**config.mk**
```make
export PLATFORM = sky130hd
export DESIGN_NAME = accel_stage_sequencer_flat
export DESIGN_NICKNAME = d
export VERILOG_FILES = /design/src/rtl/accel_stage_sequencer_if.sv /design/src/rtl/accel_stage_sequencer.sv /design/src/flat_wrapper.sv
export SDC_FILE = /design/constraint.sdc
export NUM_CORES = 1
export LEC_CHECK = 0
export BUFFER_PORTS_ARGS = -buffer_cell sky130_fd_sc_hd__buf_2
export CORE_MARGIN = 2
export CORE_UTILIZATION = 30
export CTS_CLUSTER_DIAMETER = 80
export DETAILED_ROUTE_END_ITERATION = 8
export PLACE_DENSITY = 0.62
export REMOVE_ABC_BUFFERS = 1
export SYNTH_ARGS = -nofsm -noshare
export SYNTH_HDL_FRONTEND = slang
export SYNTH_SLANG_ARGS = --single-unit
```
**constraint.sdc**
```tcl
create_clock -name clk -period 3.28 [get_ports clk]
set_input_delay 0.492 -clock clk [delete_from_list [all_inputs] [get_ports clk]]
set_output_delay 0.492 -clock clk [all_outputs]
set_load 0.02 [all_outputs]
```
**src/rtl/accel_stage_sequencer_if.sv**
```systemverilog
`timescale 1ns/1ps
`default_nettype none
// =====================================================================
// accel_stage_sequencer_if: start/abort request and stage-control bundle
// Rev 1.0
// =====================================================================
interface accel_stage_sequencer_if #(
  parameter int NUM_STAGES = 4,
  parameter int IDX_W      = $clog2(NUM_STAGES > 1 ? NUM_STAGES : 2)
) ();

  logic                  start;
  logic                  abort;
  logic [NUM_STAGES-1:0] stage_en;
  logic [NUM_STAGES-1:0] stage_pulse;
  logic [IDX_W-1:0]      stage_idx;
  logic                  busy;
  logic                  done;

  modport master (
    output start,
    output abort,
    input  stage_en,
    input  stage_pulse,
    input  stage_idx,
    input  busy,
    input  done
  );

  modport slave (
    input  start,
    input  abort,
    output stage_en,
    output stage_pulse,
    output stage_idx,
    output busy,
    output done
  );

endinterface
`default_nettype wire

```
**src/rtl/accel_stage_sequencer.sv**
```systemverilog
`timescale 1ns/1ps
`default_nettype none
// =====================================================================
// accel_stage_sequencer: walks NUM_STAGES stage enables, STAGE_CYCLES each
// Rev 1.0
// =====================================================================
module accel_stage_sequencer #(
  parameter int NUM_STAGES   = 4,
  parameter int STAGE_CYCLES = 1,
  parameter bit CUMULATIVE   = 1'b1,
  parameter int IDX_W        = $clog2(NUM_STAGES > 1 ? NUM_STAGES : 2)
) (
  input  wire logic              clk,
  input  wire logic              reset_n,
  accel_stage_sequencer_if.slave ctl
);

  localparam int DWELL_W = $clog2(STAGE_CYCLES + 1);

  localparam logic [DWELL_W-1:0] c_dwell_last = DWELL_W'(STAGE_CYCLES - 1);
  localparam logic [IDX_W-1:0]   c_idx_last   = IDX_W'(NUM_STAGES - 1);
  localparam logic [NUM_STAGES-1:0] c_stage0  = NUM_STAGES'(1);

  typedef enum logic [1:0] {
    S_IDLE = 2'd0,
    S_RUN  = 2'd1,
    S_DONE = 2'd2
  } state_t;

  state_t                state_q, state_d;
  logic [DWELL_W-1:0]    dwell_q, dwell_d;
  logic [IDX_W-1:0]      idx_q, idx_d;
  logic [NUM_STAGES-1:0] stage_en_q, stage_en_d;
  logic [NUM_STAGES-1:0] stage_pulse_q, stage_pulse_d;
  logic                  busy_q, busy_d;
  logic                  done_q, done_d;

  logic [IDX_W-1:0]      w_idx_inc;
  logic [NUM_STAGES-1:0] w_next_onehot;
  logic [NUM_STAGES-1:0] w_adv_en;
  logic [NUM_STAGES-1:0] w_done_en;

  assign w_idx_inc     = idx_q + IDX_W'(1);
  assign w_next_onehot = c_stage0 << w_idx_inc;

  // Enable pattern on a stage advance and while parked in DONE
  if (CUMULATIVE) begin : g_en_cumulative
    assign w_adv_en  = stage_en_q | w_next_onehot;
    assign w_done_en = '1;
  end else begin : g_en_onehot
    assign w_adv_en  = w_next_onehot;
    assign w_done_en = '0;
  end

  always_comb begin
    state_d       = state_q;
    dwell_d       = dwell_q;
    idx_d         = idx_q;
    stage_en_d    = stage_en_q;
    stage_pulse_d = '0;
    busy_d        = busy_q;
    done_d        = done_q;

    if (ctl.abort) begin
      state_d    = S_IDLE;
      dwell_d    = '0;
      idx_d      = '0;
      stage_en_d = '0;
      busy_d     = 1'b0;
      done_d     = 1'b0;
    end else begin
      case (state_q)
        S_IDLE, S_DONE: begin
          if (ctl.start) begin
            state_d       = S_RUN;
            dwell_d       = '0;
            idx_d         = '0;
            stage_en_d    = c_stage0;
            stage_pulse_d = c_stage0;
            busy_d        = 1'b1;
            done_d        = 1'b0;
          end
        end
        S_RUN: begin
          if (dwell_q == c_dwell_last) begin
            dwell_d = '0;
            if (idx_q == c_idx_last) begin
              state_d    = S_DONE;
              stage_en_d = w_done_en;
              busy_d     = 1'b0;
              done_d     = 1'b1;
            end else begin
              idx_d         = w_idx_inc;
              stage_en_d    = w_adv_en;
              stage_pulse_d = w_next_onehot;
            end
          end else begin
            dwell_d = dwell_q + DWELL_W'(1);
          end
        end
        default: begin
          state_d    = S_IDLE;
          dwell_d    = '0;
          idx_d      = '0;
          stage_en_d = '0;
          busy_d     = 1'b0;
          done_d     = 1'b0;
        end
      endcase
    end
  end

  always_ff @(posedge clk or negedge reset_n) begin
    if (!reset_n) begin
      state_q       <= S_IDLE;
      dwell_q       <= '0;
      idx_q         <= '0;
      stage_en_q    <= '0;
      stage_pulse_q <= '0;
      busy_q        <= 1'b0;
      done_q        <= 1'b0;
    end else begin
      state_q       <= state_d;
      dwell_q       <= dwell_d;
      idx_q         <= idx_d;
      stage_en_q    <= stage_en_d;
      stage_pulse_q <= stage_pulse_d;
      busy_q        <= busy_d;
      done_q        <= done_d;
    end
  end

  assign ctl.stage_en    = stage_en_q;
  assign ctl.stage_pulse = stage_pulse_q;
  assign ctl.stage_idx   = idx_q;
  assign ctl.busy        = busy_q;
  assign ctl.done        = done_q;

endmodule
`default_nettype wire
```
**src/flat_wrapper.sv**
```systemverilog
// flat-port wrapper written by rule: the top's interface ports become plain ports
module accel_stage_sequencer_flat 
#(
  parameter int NUM_STAGES   = 4,
  parameter int STAGE_CYCLES = 1,
  parameter bit CUMULATIVE   = 1'b1,
  parameter int IDX_W        = $clog2(NUM_STAGES > 1 ? NUM_STAGES : 2)
)
  (clk, reset_n, ctl_start, ctl_abort, ctl_stage_en, ctl_stage_pulse, ctl_stage_idx, ctl_busy, ctl_done);
  accel_stage_sequencer_if #(.NUM_STAGES(NUM_STAGES), .IDX_W(IDX_W)) ctl_i ();
  input  wire logic clk;
  input  wire logic reset_n;
  input wire logic [$bits(ctl_i.start)-1:0] ctl_start;
  input wire logic [$bits(ctl_i.abort)-1:0] ctl_abort;
  output wire logic [$bits(ctl_i.stage_en)-1:0] ctl_stage_en;
  output wire logic [$bits(ctl_i.stage_pulse)-1:0] ctl_stage_pulse;
  output wire logic [$bits(ctl_i.stage_idx)-1:0] ctl_stage_idx;
  output wire logic [$bits(ctl_i.busy)-1:0] ctl_busy;
  output wire logic [$bits(ctl_i.done)-1:0] ctl_done;
  assign ctl_i.start = ctl_start;
  assign ctl_i.abort = ctl_abort;
  assign ctl_stage_en = ctl_i.stage_en;
  assign ctl_stage_pulse = ctl_i.stage_pulse;
  assign ctl_stage_idx = ctl_i.stage_idx;
  assign ctl_busy = ctl_i.busy;
  assign ctl_done = ctl_i.done;
  accel_stage_sequencer #(.NUM_STAGES(NUM_STAGES), .STAGE_CYCLES(STAGE_CYCLES), .CUMULATIVE(CUMULATIVE), .IDX_W(IDX_W)) u_core (.clk(clk), .reset_n(reset_n), .ctl(ctl_i));
endmodule
```
After elaboration in Yosys (flattened, before gate mapping)
Cells that the tools add are included.

cells by class
  shifts and indexed selects = 1
  reduce and logical (&&, ||, !) cells = 5
  muxes and demuxes = 33
  add/sub/neg operators = 2
  bitwise operators = 1
  equal/unequal tests = 7

operators with widths
  cell                   count
  $mux W4                7
  $mux W2                8
  $pmux W4 S2            2
  $mux W1                11
  $ne A3 B3 Y1 const B   3
  $pmux W2 S2            2
  $pmux W1 S2            3
  $reduce_and A3 Y1      2
  $eq A2 B2 Y1 const B   2
  $or A4 B4 Y4           1
  $shl A1 B2 Y4 const A  1
  $ne A3 B2 Y1 const B   1
  $add A2 B1 Y2 const B  1
  $eq A2 B1 Y1 const B   1
  $logic_not A2 Y1       1
  $reduce_and A2 Y1      1
  $reduce_or A2 Y1       1
  $add A1 B1 Y1 const B  1

storage, ports and cells
  output and inout port bits = 12
  register bits after elaboration = 15
  bits of input ports = 4
  logic and storage cells = 56

Longest topological paths before layout
Gate-level depths: netlist of run 1.

  depth after elaboration = 7
  depth in mapped cells = 5

Worst setup path before layout of run 1
Ideal clock, no wire load.

  kind = register -> register
  from = reg u_core.idx_q[0] (netlist: u_core.ctl.stage_idx[0])
  to = reg u_core.stage_pulse_q[0] (netlist: u_core.ctl.stage_pulse[0])
  period minus slack after synthesis = 1.642 ns
  cell stages (with the launch flop) = 6
  data arrival time = 1.569 ns
  buffers on the path = 1
  setup time = 0.073 ns
  required time = 3.207 ns
  slack = 1.638 ns
  path through = dfrtp_1 ha_1 buf_6 or3b_1 or2_1 a21oi_2

on the way
  word-level cells in the longest chain between the ends = 6
  elaborated cells on any way between the ends = 7
  those cells by class = add/sub (1); eq/ne (1); shift (1); mux (4)

RTL lines
  item                         RTL line                      text
  from (decl)                  accel_stage_sequencer.sv:32   logic [IDX_W-1:0] idx_q, idx_d;
  from (signal assigned)       accel_stage_sequencer.sv:125  idx_q <= idx_d;
  $add A2 B1 Y2                accel_stage_sequencer.sv:43   assign w_idx_inc = idx_q + IDX_W'(1);
  $shl A1 B2 Y4                accel_stage_sequencer.sv:44   assign w_next_onehot = c_stage0 << w_idx_inc;
  $mux W4 (*)                  accel_stage_sequencer.sv:87   if (idx_q == c_idx_last) begin
  $mux W4 (*)                  accel_stage_sequencer.sv:85   if (dwell_q == c_dwell_last) begin
  $pmux W4 S2 (*)              accel_stage_sequencer.sv:72   case (state_q)
  $mux W4 (*)                  accel_stage_sequencer.sv:64   if (ctl.abort) begin
  net u_core.stage_pulse_d[0]  accel_stage_sequencer.sv:34   logic [NUM_STAGES-1:0] stage_pulse_q, stage_pulse_d;
  to (signal assigned)         accel_stage_sequencer.sv:127  stage_pulse_q <= stage_pulse_d;
  to (decl)                    accel_stage_sequencer.sv:34

The timed path passes the listed nets; every way through them passes the cells marked *.
A chain may end at the register's enable or synchronous reset.

Final worst setup path of run 1
Ends and elaborated chain as after synthesis.

==> results of run 1 <==
## where the power goes
part	switching [mW]	internal, mW
Sequential	0.00664	0.181
Combinational	0.0296	0.0159
Clock	0.0539	0.0674
Total	0.0902	0.264
## placed cells by master, fill, tap and decap left out, drive strengths merged
cell and count:
buf 15, dfrtp 14, nand3 6, ha 6, o21ai 5, inv 4, nor2 4, a21oi 4
clkbuf 4, and2 3, nand2 3, nor2b 2, o22a 2, o31ai 2, nor3b 1, nand2b 1
or3b 1, or2 1, nor3 1, a22o 1
## cell usage after synthesis, drive strengths merged
cell type,instances
or2,1
and2,3
nor2b,2
ha,6
nand3,6
o21ai,5
nor3b,1
nor2,4
buf,2
o31ai,2
nor3,1
dfrtp,14
nand2,3
inv,4
o22a,2
or3b,1
a22o,1
nand2b,1
a21oi,4
## final timing paths
| kind | start | endpoint | slack, ps | cells past startpoint |
|---|---|---|---|---|
| hold / removal | reset_n | u_core.ctl.stage_en[3]$_DFFE_PN0P_ | 90 | 1 |
| max in group asynchronous | reset_n | u_core.ctl.stage_pulse[2]$_DFF_PN0_ | 2950 | 1 |
| min in group clk | ctl_abort | u_core.ctl.stage_pulse[0]$_DFF_PN0_ | 460 | 2 |
| setup reg to reg | u_core.ctl.stage_idx[0]$_DFFE_PN0P_ | u_core.ctl.stage_pulse[0]$_DFF_PN0_ | 1640 | 4 |
| hold reg to reg | u_core.ctl.done$_DFFE_PN0P_ | u_core.ctl.done$_DFFE_PN0P_ | 510 | 1 |
| setup / recovery | u_core.ctl.stage_idx[0]$_DFFE_PN0P_ | u_core.ctl.stage_pulse[0]$_DFF_PN0_ | 1640 | 4 |
## worst max-delay path: stages, from the launching register on
cell and delay, ps:
dfrtp_1 460, ha_1 340, or3b_1 420, or2_1 230
a21oi_2 130
## state kept, by name, summed over array words and instances (netlist names)
name,flops
u_core.ctl.stage_idx,2
u_core.ctl.done,1
u_core.state_q,2
u_core.ctl.stage_en,4
u_core.ctl.stage_pulse,4
u_core.ctl.busy,1
## logic make-up after synthesis
group | Yosys count | share of synthesized area
and+or+nand+nor | 23 | 0.193
buffers and inverters | 6 | 0.0460
adders and majority gates | 6 | 0.110
DFF | 14 | 0.516
AOI/OAI and AO/OA | 14 | 0.134
## per-stage QoR
stage                     setup slack [ps]  utilization  instance area (um2)  std cells  power [mW]
final                                 1640        0.373                  810        108       0.354
after floorplan                       1680            -                  663         61       0.218
after global placement                1660        0.356                  773        104       0.236
after detailed placement              1600        0.356                  773        104       0.237
after global routing                  1550        0.373                  810        108       0.377
after CTS                             1630        0.373                  810        108       0.359
## final cells by class
type | count | area (um2) | share of cell area
Sequential cell | 14 | 350 | 0.433
Multi-Input combinational cell | 43 | 298 | 0.368
Timing Repair Buffer | 15 | 75.1 | 0.0927
Clock buffer | 4 | 36.3 | 0.0448
Tap cell | 28 | 35.0 | 0.0433
Inverter | 4 | 15.0 | 0.0185
## layer usage
metal,vias up,share of wire,GRT usage
met4,0,0.0068,0.0263
met5,-,0,0
li1,248,-,-
met3,2,0.071,0.0345
met1,244,0.50,0.138
met2,17,0.42,0.169
==> flow_summary.json, run 1 <==
{
  "route.vias.total": 511,
  "antenna_cells": 0,
  "yosys_warnings": 0,
  "gr-usage-all-layers": 0.106,
  "tritoncts.num_buffers": 3,
  "clock_skew_ps": 4.41,
  "postCtsSetupRepairBufs": 0,
  "number_of_hold_violations_in_the_final_report": 0,
  "core_area_um2": 2170,
  "die_y_um": 51.6,
  "drt_pass1_iterations": 4,
  "max_slew.worst_pin.slew_ps": 699,
  "drc_errors": 0,
  "grt_setup_unrepaired": "false",
  "endpoint_kind": "register",
  "grt_pass1_vias": 478,
  "maxCapViolCount": 0,
  "grt_max_degree": 15,
  "synth.yosys.seq_area_share": 0.516,
  "report.final.setup_viol": 0,
  "crit_required_ps": 3490,
  "p_per_area_nw_per_um2": 437,
  "fin_crit_ps": 1640,
  "place.gp.congestion": 0.760,
  "synthesis.instances": 63,
  "clock.fmax_mhz": 609,
  "syn-cell-area_um2": 679,
  "initial_core_util": 0.313,
  "htree_levels": 1,
  "outcome": "complete, no violations",
  "nets": 91,
  "boundaryPins": 16,
  "globalRouteOverflowTotal": 0,
  "timing_worst_setup_path_type": "register to register",
  "p_leak_nw": 0.429,
  "synth_largest_type_area_fraction": 0.516,
  "timing.hold.ws_ps": 90.1,
  "tritoncts": "built",
  "synthesis.area_per_instance_um2": 10.8,
  "hpwl_um": 853,
  "worst_path_maximum_fanout": 9,
  "clock_edge_transition_at_the_registers_on_the_reported_setup_and_hold_paths_ps": 80,
  "vias_per_cell": 4.73,
  "maximum_vdd_drop_mv": 0.198,
  "synth_largest_area_cell": "dfrtp_1",
  "drt-wirelength-per-cell_um": 10.9,
  "dieArea_um2": 2660,
  "synthToLayoutAreaGrowth_pct": 19.2,
  "tns_ps": 0,
  "fillerInstances": 230,
  "antenna_found_initial": 0,
  "grt_pass1_wl_mm": 2.13,
  "clockRootBuffer": "clkbuf_4",
  "ctsLongestPathBuffers": 2,
  "critPathArrivalTime_ps": 1850,
  "fp.dieW_um": 51.6,
  "synth_cell_types": 21,
  "slew_headroom": 0.532,
  "synth-seq-cells": 14,
  "drive_gt1_frac": 0.288,
  "antenna_violating_nets_post_route": 0,
  "cts_resized": 0,
  "post_synth_main_area_contributors": "dfrtp_1 (52%), ha_1 (11%), nand3_1 (4.4%)",
  "cts_sinks": 14,
  "period_share": 0.501,
  "detail_route.wirelength_mm": 1.17,
  "hold_path.class": "input port to async pin",
  "dr.first_iter.drc_count": 15,
  "post_cts_hold_buffer_count": 0,
  "row_count": 17,
  "clkLatencyLatePin_ps": 270,
  "portBuffers": 15,
  "critical_path.startpoint_type": "register",
  "slew_violations": 0
}
Note: power is estimated with default switching activity, not from simulation.
==> run 2: changes to the inputs <==
Settings changed: PLACE_DENSITY 0.62 to 0.63.
Clock period 3.28 ns to 1.51 ns, I/O delays scaled along.
==> run 2 against run 1 <==
Net effect:
- highest routed layer is now met3
- final cell count rose by 5.6%
- clock skew barely moved
- setup slack got worse by 1500 ps
- sequential power rose by 120%
==> flow_summary.json, run 2 (synthesized netlist as in run 1, its figures left out) <==
{
  "clkLatencyLatePin_ps": 280,
  "grt_max_degree": 15,
  "critPathArrivalTime_ps": 1620,
  "drt_pass1_iterations": 4,
  "drive_gt1_frac": 0.326,
  "clock_skew_ps": 4.08,
  "p_per_area_nw_per_um2": 925,
  "number_of_hold_violations_in_the_final_report": 0,
  "synthToLayoutAreaGrowth_pct": 26.2,
  "timing_worst_setup_path_type": "register to register",
  "report.final.setup_viol": 0,
  "antenna_violating_nets_post_route": 0,
  "htree_levels": 1,
  "max_slew.worst_pin.slew_ps": 314,
  "dr.first_iter.drc_count": 2,
  "antenna_found_initial": 0,
  "nets": 97,
  "row_count": 17,
  "maxCapViolCount": 0,
  "tritoncts": "built",
  "timing.hold.ws_ps": 178,
  "maximum_vdd_drop_mv": 0.453,
  "slew_violations": 0,
  "fp.dieW_um": 51.6,
  "dp.cells": 109,
  "seqCellArea_um2": 350,
  "vias_per_cell": 4.61,
  "core_area_um2": 2170,
  "die_y_um": 51.6,
  "hpwl_um": 966,
  "tritoncts.num_buffers": 3,
  "drc_errors": 0,
  "most_frequent_cells_in_the_layout": "buf_2 (15), dfrtp_1 (14), nand3_1 (6), ha_1 (6)",
  "p_leak_nw": 0.460,
  "fillerInstances": 229,
  "endpoint_kind": "register",
  "clockRootBuffer": "clkbuf_4",
  "grt_pass1_wl_mm": 2.22,
  "gr-usage-all-layers": 0.114,
  "initial_core_util": 0.313,
  "ctsLongestPathBuffers": 2,
  "clock_edge_transition_at_the_registers_on_the_reported_setup_and_hold_paths_ps": 90,
  "multi_input_area_um2": 298,
  "tns_ps": 0,
  "antenna_cells": 0,
  "cts_sinks": 14,
  "hold_path.class": "input port to register",
  "layout_cells_excl_fill": 114,
  "layout.cells.most_common": "buf_2",
  "portBuffers": 15,
  "boundaryPins": 16,
  "grt_pass1_vias": 484,
  "detail_route.wirelength_mm": 1.32,
  "outcome": "complete, no violations",
  "place.gp.congestion": 0.839,
  "period_share": 0.934,
  "route.vias.total": 526,
  "critical_path.startpoint_type": "register",
  "post-route-util": 0.395,
  "crit_required_ps": 1720,
  "slew_headroom": 0.791,
  "clock.fmax_mhz": 709,
  "grt_setup_unrepaired": "false",
  "fin_crit_ps": 1410,
  "dieArea_um2": 2660,
  "drt-wirelength-per-cell_um": 11.5,
  "globalRouteOverflowTotal": 0,
  "worst_path_maximum_fanout": 2
}
[run 2: cell count changes in the layout (fill, tap and decap cells not counted)]
cell | previous run | this run
buf_4 | 0 | 5
dlygate4sd3_1 | 0 | 1
[run 2: worst paths after layout]
path / from / to / slack, ps / cells after the start
min in group asynchronous: reset_n / u_core.ctl.stage_en[2]$_DFFE_PN0P_ / 350 / 2
max in group asynchronous: reset_n / u_core.ctl.stage_en[0]$_DFFE_PN0P_ / 920 / 2
worst min register to register: u_core.ctl.stage_en[1]$_DFFE_PN0P_ / u_core.ctl.stage_en[1]$_DFFE_PN0P_ / 500 / 1
worst min-delay path: ctl_abort / u_core.ctl.stage_pulse[0]$_DFF_PN0_ / 180 / 2
worst max-delay path: u_core.ctl.stage_idx[0]$_DFFE_PN0P_ / u_core.ctl.stage_pulse[0]$_DFF_PN0_ / 100 / 4
worst max register to register: u_core.ctl.stage_idx[0]$_DFFE_PN0P_ / u_core.ctl.stage_pulse[0]$_DFF_PN0_ / 100 / 4
[run 2: report_power, final]
part / leakage (nW) / switching (mW) / internal [mW]
Combinational: 0.250 / 0.0705 / 0.0438
Sequential: 0.189 / 0.0111 / 0.392
Clock: 0.0210 / 0.129 / 0.147
[run 2: layout make-up]
class,instances,area share
clock buffers,4,0.0423
inverters,4,0.0175
multi-input cells,43,0.347
flip-flops and latches,14,0.409
well taps,28,0.0409
repair buffers,21,0.143
[run 2: per-layer routing]
metal,up-vias,track usage,routed length (um)
met3,0,0.0431,74
met1,251,0.155,677
li1,258,-,-
met5,-,0,0
met4,0,0.0263,0
met2,17,0.171,565
[run 2: metrics by stage]
step	power [mW]	setup WS (ps)	instance area, um2
after global placement	0.522	158	811
after detailed placement	0.524	114	811
after global routing	0.837	47.5	857
final	0.793	99.0	857
after CTS	0.804	94.7	857
after floorplan	0.473	-93.5	663
[run 2: critical path, cell delays in order, from the launching register on]
cell     delay, ps
dfrtp_1        400
ha_1           210
or3b_1         380
or2_1          230
a21oi_2        130
[run 2: timing repair]
action,in CTS,in global routing
hold buffers,1,0
resized for setup,0,0
buffers inserted,0,0
hold endpoints to repair,14,0
